--- config.mk ---
export PLATFORM = sky130hd
export DESIGN_NAME = fpu_fmt_to_fp80_pipe
export DESIGN_NICKNAME = d
export VERILOG_FILES = /design/src/rtl/fpu_fmt_to_fp80_pipe.sv
export SDC_FILE = /design/constraint.sdc
export NUM_CORES = 1
export LEC_CHECK = 0
export BUFFER_PORTS_ARGS = -buffer_cell sky130_fd_sc_hd__buf_4
export CAP_MARGIN = 10
export CORE_UTILIZATION = 30
export CTS_CLUSTER_SIZE = 25
export DETAILED_ROUTE_END_ITERATION = 7
export PLACE_DENSITY = 0.43
export SYNTH_ARGS = -nofsm -noshare
export SYNTH_HDL_FRONTEND = slang
export SYNTH_SLANG_ARGS = --single-unit
--- constraint.sdc ---
create_clock -name clk -period 3.2 [get_ports clk]
set_input_delay 0 -clock clk [delete_from_list [all_inputs] [get_ports clk]]
set_output_delay 0 -clock clk [all_outputs]
set_load 0.005 [all_outputs]
--- src/rtl/fpu_fmt_to_fp80_pipe.sv ---
// fpu_fmt_to_fp80_pipe: two-stage valid/ready converter from FP32/FP64 to
// 8087 80-bit extended precision. S1 unpacks and classifies the operand and
// counts leading zeros of the fraction. S2 rebiases, normalises and packs
// the result and raises the I/D flags. The S2 registers are the output port.
module fpu_fmt_to_fp80_pipe #(
    parameter int unsigned TAG_W      = 4,
    parameter bit          QUIET_SNAN = 1'b1
) (
    input  logic             clk,
    input  logic             reset_n,
    input  logic             in_valid,
    output logic             in_ready,
    input  logic [1:0]       in_fmt,
    input  logic [63:0]      in_data,
    input  logic [TAG_W-1:0] in_tag,
    output logic             out_valid,
    input  logic             out_ready,
    output logic [79:0]      out_data,
    output logic [TAG_W-1:0] out_tag,
    output logic [1:0]       out_flags
);

    typedef enum logic [2:0] {
        CLS_ZERO,
        CLS_DENORM,
        CLS_NORMAL,
        CLS_INF,
        CLS_QNAN,
        CLS_SNAN,
        CLS_RSVD
    } cls_t;

    // Unpacked operand (combinational, from the input port)
    logic        u_sign;
    logic [10:0] u_exp;
    logic [51:0] u_frac;
    logic        u_fp32;
    logic        u_exp_max;
    cls_t        u_cls;
    logic [5:0]  u_lz;

    // S1 registers
    logic             s1_valid;
    logic             s1_sign;
    logic [10:0]      s1_exp;
    logic [51:0]      s1_frac;
    logic             s1_fp32;
    cls_t             s1_cls;
    logic [5:0]       s1_lz;
    logic [TAG_W-1:0] s1_tag;

    // S2 packing results (combinational, from S1)
    logic        p_sign;
    logic [14:0] p_exp;
    logic [63:0] p_mant;
    logic [1:0]  p_flags;
    logic [14:0] p_bias;

    logic s2_adv;
    logic s1_adv;

    assign s2_adv   = !out_valid || out_ready;
    assign s1_adv   = !s1_valid || s2_adv;
    assign in_ready = s1_adv;

    // Unpack and classify; the FP32 fraction is left-aligned into the 52-bit
    // field so both formats share one leading-zero count and one packer.
    always_comb begin
        u_fp32 = (in_fmt == 2'b00);
        if (u_fp32) begin
            u_sign    = in_data[31];
            u_exp     = {3'b000, in_data[30:23]};
            u_frac    = {in_data[22:0], 29'b0};
            u_exp_max = &in_data[30:23];
        end else begin
            u_sign    = in_data[63];
            u_exp     = in_data[62:52];
            u_frac    = in_data[51:0];
            u_exp_max = &in_data[62:52];
        end

        if (in_fmt[1]) begin
            u_cls = CLS_RSVD;
        end else if (u_exp == '0) begin
            u_cls = (u_frac == '0) ? CLS_ZERO : CLS_DENORM;
        end else if (u_exp_max) begin
            if (u_frac == '0)   u_cls = CLS_INF;
            else if (u_frac[51]) u_cls = CLS_QNAN;
            else                 u_cls = CLS_SNAN;
        end else begin
            u_cls = CLS_NORMAL;
        end

        // Highest set bit wins since the scan runs upward.
        u_lz = '0;
        for (int unsigned i = 0; i < 52; i++) begin
            if (u_frac[i]) u_lz = 6'(51 - i);
        end
    end

    // S1 register stage: captures the unpacked operand when S1 can advance
    always_ff @(posedge clk or negedge reset_n) begin
        if (!reset_n) begin
            s1_valid <= 1'b0;
            s1_sign  <= 1'b0;
            s1_exp   <= '0;
            s1_frac  <= '0;
            s1_fp32  <= 1'b0;
            s1_cls   <= CLS_ZERO;
            s1_lz    <= '0;
            s1_tag   <= '0;
        end else if (s1_adv) begin
            s1_valid <= in_valid;
            if (in_valid) begin
                s1_sign <= u_sign;
                s1_exp  <= u_exp;
                s1_frac <= u_frac;
                s1_fp32 <= u_fp32;
                s1_cls  <= u_cls;
                s1_lz   <= u_lz;
                s1_tag  <= in_tag;
            end
        end
    end

    // Rebias, normalise and pack. A denormal's leading one sits lz places
    // below the aligned fraction MSB, so the exponent is the normal bias
    // minus lz and the fraction shifts up by lz+1 to reach bit 63.
    always_comb begin
        p_bias  = s1_fp32 ? 15'd16256 : 15'd15360;
        p_sign  = s1_sign;
        p_exp   = '0;
        p_mant  = '0;
        p_flags = 2'b00;
        case (s1_cls)
            CLS_ZERO: begin
                p_exp  = '0;
                p_mant = '0;
            end
            CLS_DENORM: begin
                p_exp   = p_bias - {9'b0, s1_lz};
                p_mant  = {1'b0, s1_frac, 11'b0} << ({1'b0, s1_lz} + 7'd1);
                p_flags = 2'b01;
            end
            CLS_NORMAL: begin
                p_exp  = {4'b0, s1_exp} + p_bias;
                p_mant = {1'b1, s1_frac, 11'b0};
            end
            CLS_INF: begin
                p_exp  = '1;
                p_mant = 64'h8000_0000_0000_0000;
            end
            CLS_QNAN: begin
                p_exp  = '1;
                p_mant = {1'b1, s1_frac, 11'b0};
            end
            CLS_SNAN: begin
                p_exp   = '1;
                p_mant  = {1'b1, (s1_frac[51] | QUIET_SNAN), s1_frac[50:0], 11'b0};
                p_flags = 2'b10;
            end
            default: begin
                p_sign  = 1'b1;
                p_exp   = '1;
                p_mant  = 64'hC000_0000_0000_0000;
                p_flags = 2'b10;
            end
        endcase
    end

    // S2/output register stage: holds the result stable while stalled
    always_ff @(posedge clk or negedge reset_n) begin
        if (!reset_n) begin
            out_valid <= 1'b0;
            out_data  <= '0;
            out_tag   <= '0;
            out_flags <= '0;
        end else if (s2_adv) begin
            out_valid <= s1_valid;
            if (s1_valid) begin
                out_data  <= {p_sign, p_exp, p_mant};
                out_tag   <= s1_tag;
                out_flags <= p_flags;
            end
        end
    end

endmodule

==> metrics, run 1 <==
final total power 0.008192 W; CTS root buffer clkbuf_16; Final setup viols 0; failing checks design-rule violations; EDFF count, synth 0; clock sinks ~150; area share of the largest cell type after synthesis 35.17%; Crit. End Element flop; most area-hungry cell type in the Yosys netlist dfrtp_1; Cell Count Post-Placement 1,879; drt total wl 48.42 mm; flops & latches, synth 154; top cells by area, synth dfrtp_1 35%, nand2_1 8.2%, mux2i_1 6.8%, mux4_2 5.1%, nor2_1 4.5%; RSZ-0062 raised after global routing no; WL/cell 24.14 um; initial antenna violation count 0; Final Skew 0.01226 ns; Hold Fails Final Rpt 0; MaxCap Viol Count 0; DP Worst Slack 0.2226 ns; fin nets 1,614; ANT cells 0; Leak Pwr 6.281 nW; global-route wire length before repair 72.40 mm; Core Region 0.03574 sq mm; Vias 11,201; die area about 0.037 sq mm; worst-skew pair later-pin latency 0.45 ns; Cell variety after synth 73; CP Launch Type flop; H-tree depth 4; pin count of the biggest net entering global routing 69; non-filler cells, final approximately 2,000; row cnt 69; Chip Height 193.1 um; Slew @ Worst Pin about 0.79 ns; DP HPWL between 30 and 40 mm; Initial Util a little under a third; TritonRoute pass-1 iters 8; CTS Buffer Depth 2; vias in the first global route 10,788; CP max FO 32; outcome finished with violations; peak supply drop 0.0003934 V; PwrDens 570.8 mW/mm^2; GRT Util Overall 26.53%; CTS tree built; setup TNS 0 ns; First DRT Iteration DRCs 1,049; Max Clk Rate roughly 320 MHz; Arrival @ worst endpoint 3.45 ns; min setup slack post-route approximately 0.12 ns; antenna-violating nets left 0; Tcrit/Tclk final 96.18%; # DRC 13; DIE WIDTH slightly below 200 um; Slew Limit Fails 0; layout cells sized above 1 21.42%; Post-Synthesis Cell Area 0.01096 sq mm; Post-CTS Repair Setup Buffers 0; Syn Inst Count 1,301; Seq/Total Area, Yosys 35.17%; Critical Path RT 3.57 ns; via-per-instance ratio 5.584; total CTS buffers 17; Slew HR 47.01%; min-delay worst type in -> async; FILL cells about 3,700; Syn Area/Cell 8.422 sq um; GR Overflow Total 0; CP Class reg -> reg; clock-pin slew on the worst setup and hold paths around 0.07 ns; Synth Flop Type dfrtp_1; Port Buffers 150; placer congestion estimate 0.9246; boundary pin count roughly 160; Async SR Flop Fraction 100.0%; Synth warnings 0; min Tclk post-route 3.078 ns; Layout area overhead 30.99%
## per-stage QoR
stage | utilization (%) | instance area (sq um) | hold WS [ns]
finish | 40.16 | 14350 | 0.08961
global route | 40.16 | 14350 | 0.1475
CTS | 40.14 | 14350 | 0.1192
detailed placement | 35.82 | 12800 | 0.02183
global placement | 35.82 | 12800 | 0.02264
floorplan | - | 10990 | -0.2956
## area by class of cell
cell class / count / area [sq um] / area share (%)
Tap cell: 461 / 576.8 / 4.019
Clock buffer: 17 / 425.4 / 2.964
Inverter: 24 / 90.09 / 0.6277
Timing Repair Buffer: 322 / 2774 / 19.33
Sequential cell: 154 / 3855 / 26.86
Clock inverter: 14 / 160.2 / 1.116
Multi-Input combinational cell: 1014 / 6471 / 45.09
## worst max-delay path: stages, from the launching register on
cell	delay [ns]
dfrtp_2	0.39
inv_1	0.08
ha_4	0.43
buf_12	0.27
buf_4	0.19
mux2i_1	0.09
mux4_2	0.49
a211oi_1	0.54
o21ai_0	0.28
a21oi_1	0.22
## Yosys cell counts (7+ instances only)
cell and number:
mux4_2 25, a31oi_1 44, o31ai_1 14, nand3_1 39
a222oi_1 7, inv_1 23, buf_4 23, buf_2 29
a22oi_1 44, and2_1 7, buf_1 14, nand2b_1 7
nand4_1 10, nor2_1 132, a221oi_1 10, a221o_1 10
dfrtp_1 154, mux2i_1 74, or3_1 7, a211oi_1 25
a21oi_1 72, nand2_1 240, o221ai_1 7, o21ai_0 74
clkbuf_1 44, nor4_1 22, nor3_1 20, mux2_2 19
## path summary, 6_finish.rpt
path	startpoint	end	slack (ns)	depth (start not counted)
max	s1_lz[0]$_DFFE_PN0P_	out_data[62]$_DFFE_PN0P_	0.12	9
min	reset_n	out_data[28]$_DFFE_PN0P_	0.09	2
max reg2reg	s1_lz[0]$_DFFE_PN0P_	out_data[62]$_DFFE_PN0P_	0.12	9
min reg2reg	s1_tag[0]$_DFFE_PN0P_	out_tag[0]$_DFFE_PN0P_	0.48	2
max in group asynchronous	reset_n	s1_exp[3]$_DFFE_PN0P_	2.25	3
min in group clk	in_data[51]	s1_frac[51]$_DFFE_PN0P_	0.18	5
## where the power goes
| part | switching (W) | total (W) | internal, W |
|---|---|---|---|
| registers | 0.000393 | 0.00263 | 0.00224 |
| clock network | 0.000931 | 0.00210 | 0.00116 |
| logic | 0.00189 | 0.00346 | 0.00158 |
## logic make-up after synthesis
logic type / Yosys count / share of synthesized area, %
simple gates: 507 / 20.06
other cells: 1 / 0.03423
compound gates: 354 / 21.11
mux: 123 / 14.67
buf+inv: 143 / 6.600
flops: 154 / 35.17
xor+xnor: 12 / 1.473
fa+ha+maj: 7 / 0.8679
## state kept, by name, indices dropped and copies added (netlist names)
signal / flops
s1_sign: 1
s1_frac: 52
out_flags: 2
s1_exp: 11
s1_lz: 6
out_data: 68
s1_tag: 4
s1_fp32: 1
s1_cls: 3
s1_valid: 1
out_tag: 4
out_valid: 1
## repair_timing
action                     in CTS  in global routing
resized for setup               0                  1
hold endpoints to repair      129                  0
hold buffers                   96                  0
setup endpoints to repair       0                  1
## per-layer routing
| layer | global-route usage, % | share of wire [%] |
|---|---|---|
| met1 | 39.14 | 48 |
| met2 | 39.31 | 44 |
| met3 | 3.620 | 5.3 |
| met4 | 9.195 | 2.6 |
| met5 | 0 | 0 |
## placed cells by master (no fill, tap or decap), types with 17 or more instances in the layout
master,netlist,layout
nor4_1,22,22
mux2_2,19,19
buf_4,23,216
nand3_1,39,39
a21oi_1,72,72
inv_1,23,23
o21ai_0,74,73
a22oi_1,44,44
mux4_2,25,25
nor3_1,20,20
a31oi_1,44,44
dlygate4sd3_1,0,96
nand2_1,240,238
clkbuf_16,0,17
a211oi_1,25,24
mux2i_1,74,74
nor2_1,132,131
dfrtp_1,154,153
No activity file was read; power rests on OpenSTA's default activity.
==> inputs of run 2 (changes only) <==
HOLD_SLACK_MARGIN = 0.12   (was unset)
==> run 2 against run 1 <==
Effect of this change: the run still ends with design-rule violations left; global-route usage about the same; highest routed layer unchanged; critical path depth unchanged; non-clock buffer count up 1; sequential share of layout area is essentially flat; critical endpoint unchanged; clock power barely moved.
==> metrics, run 2 (synthesized netlist as in run 1, its figures left out) <==
outcome finished with violations; failing checks design-rule violations; Post-CTS Repair Setup Buffers 0 (unchanged); Slew Limit Fails 0 (unchanged); Critical Path RT 3.57 ns (about the same); worst-skew pair later-pin latency 0.45 ns (about the same); drt total wl 48.33 mm (-0.18%); non-filler cells, final 2,007 (+0.050%); Port Buffers 150 (unchanged); Max Clk Rate 330.0 MHz (+1.6%); row cnt 69 (unchanged); PwrDens 570.4 mW/mm^2 (about the same); Hold Fails Final Rpt 0 (unchanged); initial antenna violation count 0 (unchanged); DP HPWL 36.98 mm (unchanged); WL/cell 24.08 um (-0.23%); clock sinks 154 (unchanged); MaxCap Viol Count 0 (unchanged); RSZ-0062 raised after global routing no; GR Overflow Total 0 (unchanged); CP max FO 32 (unchanged); Leak Pwr 6.285 nW (about the same); Initial Util 30.66% (unchanged); First DRT Iteration DRCs 1,088 (+3.7%); largest reg by FF count out_data; slowest stage cell, crit path a211oi_1; vias in the first global route 10,798 (+0.093%); Slew @ Worst Pin 0.7747 ns (-0.01179 ns); boundary pin count 162 (unchanged); fin nets 1,615 (+0.062%); CP Class reg -> reg; CTS root buffer clkbuf_16; Final setup viols 0 (unchanged); biggest regs out_data (68), s1_frac (52), s1_exp (11); Tcrit/Tclk final 94.69% (-1.5 points); Final Skew 0.01305 ns (+0.0007882 ns); DP Worst Slack 0.2226 ns (unchanged); CP Launch Type flop; GRT Util Overall 26.54% (about the same); # DRC 13 (unchanged); worst-path cell chain inv_1, ha_4, buf_12, buf_4, mux2i_1, mux4_2, a211oi_1, o21ai_0, a21oi_1; die area 0.03729 sq mm (unchanged); clock-pin slew on the worst setup and hold paths 0.07 ns (about the same); global-route wire length before repair 72.42 mm (about the same); Arrival @ worst endpoint 3.40 ns (-0.05 ns); layout cells sized above 1 21.41% (about the same); setup TNS 0 ns (unchanged); Core Region 0.03574 sq mm (unchanged); CTS tree built; Cell Count Post-Placement 1,879 (unchanged); min setup slack post-route 0.1699 ns (+0.04764 ns); DIE WIDTH 193.1 um (unchanged); FILL cells 3,737 (-0.027%); max reg flops 68 (unchanged); peak supply drop 0.0003925 V (-0.23%); most frequent cells in the layout 238 x nand2_1, 216 x buf_4, 153 x dfrtp_1, 131 x nor2_1, 97 x dlygate4sd3_1; min Tclk post-route 3.030 ns (-0.04764 ns); CP max stage delay 0.53 ns (about the same); TritonRoute pass-1 iters 7 (-1); via-per-instance ratio 5.552 (-0.57%); total CTS buffers 17 (unchanged); Crit. End Element flop; Slew HR 47.81% (+0.79 points); min-delay worst type in -> async; placer congestion estimate 0.9246 (unchanged); Chip Height 193.1 um (unchanged); most common cell after layout, fill and taps aside nand2_1; Layout area overhead 31.08% (about the same); Vias 11,143 (-0.52%); CTS Buffer Depth 2 (unchanged); pin count of the biggest net entering global routing 69 (unchanged); Finished Core Util 40.18% (about the same); antenna-violating nets left 0 (unchanged); ANT cells 0 (unchanged); H-tree depth 4 (unchanged)
run 2: changes by cell type in the layout (fill, tap and decap cells not counted), sizes merged:
cell         change
dlygate4sd3      +1
run 2: critical path: cells and delay by family (launching register included):
family | cells | cell delay, ns
compound gates | 3 | 1.01
mux | 2 | 0.57
buf+inv | 3 | 0.54
fa+ha+maj | 1 | 0.43
flops | 1 | 0.39
run 2: through the flow:
step	hold WS [ns]	total power (W)	area [sq um]
3_5_place_dp	0.02183	0.005960	12800
5_1_grt	0.1524	0.008634	14360
4_1_cts	0.1210	0.008216	14360
2_1_floorplan	-0.2956	0.004420	10990
3_3_place_gp	0.02264	0.005977	12800
6_report	0.09988	0.008193	14360
run 2: cell type report:
class	count	area, sq um	area share, %
multi-input combinational	1014	6471	45.06
sequential	154	3855	26.84
timing repair buffer	323	2784	19.38
tap	461	576.8	4.016
clock buffer	17	425.4	2.962
clock inverter	14	160.2	1.115
inverter	24	90.09	0.6272
run 2: metal layers:
metal | share of wire [%] | wire [um] | global-route usage (%)
met2 | 44 | 21370 | 39.33
met3 | 5.3 | 2553 | 3.620
met4 | 2.7 | 1295 | 9.195
met5 | 0 | 0 | 0
met1 | 48 | 23110 | 39.14
run 2: worst paths after layout:
path                                  startpoint                       end  slack, ns  depth (start not counted)
hold / removal                           reset_n  out_data[58]$_DFFE_PN0P_        0.1                          2
max in group asynchronous                reset_n  out_data[28]$_DFFE_PN0P_       2.22                          3
setup reg to reg            s1_lz[0]$_DFFE_PN0P_  out_data[62]$_DFFE_PN0P_       0.17                          9
setup / recovery            s1_lz[0]$_DFFE_PN0P_  out_data[62]$_DFFE_PN0P_       0.17                          9
min in group clk                     in_data[51]   s1_frac[51]$_DFFE_PN0P_       0.18                          5
hold reg to reg            s1_tag[0]$_DFFE_PN0P_    out_tag[0]$_DFFE_PN0P_       0.48                          2
run 2: repair_timing:
| item | in CTS | in global routing |
|---|---|---|
| endpoints found under the setup margin | 0 | 1 |
| hold buffers | 97 | 0 |
| gates resized for setup | 0 | 1 |
| endpoints found under the hold margin | 201 | 0 |
run 2: power breakdown:
part / switching, W / leakage [nW] / internal (W)
clock: 0.000929 / 0.280 / 0.00116
sequential: 0.000394 / 1.90 / 0.00224
combinational: 0.00189 / 4.10 / 0.00158
total: 0.00321 / 6.29 / 0.00498
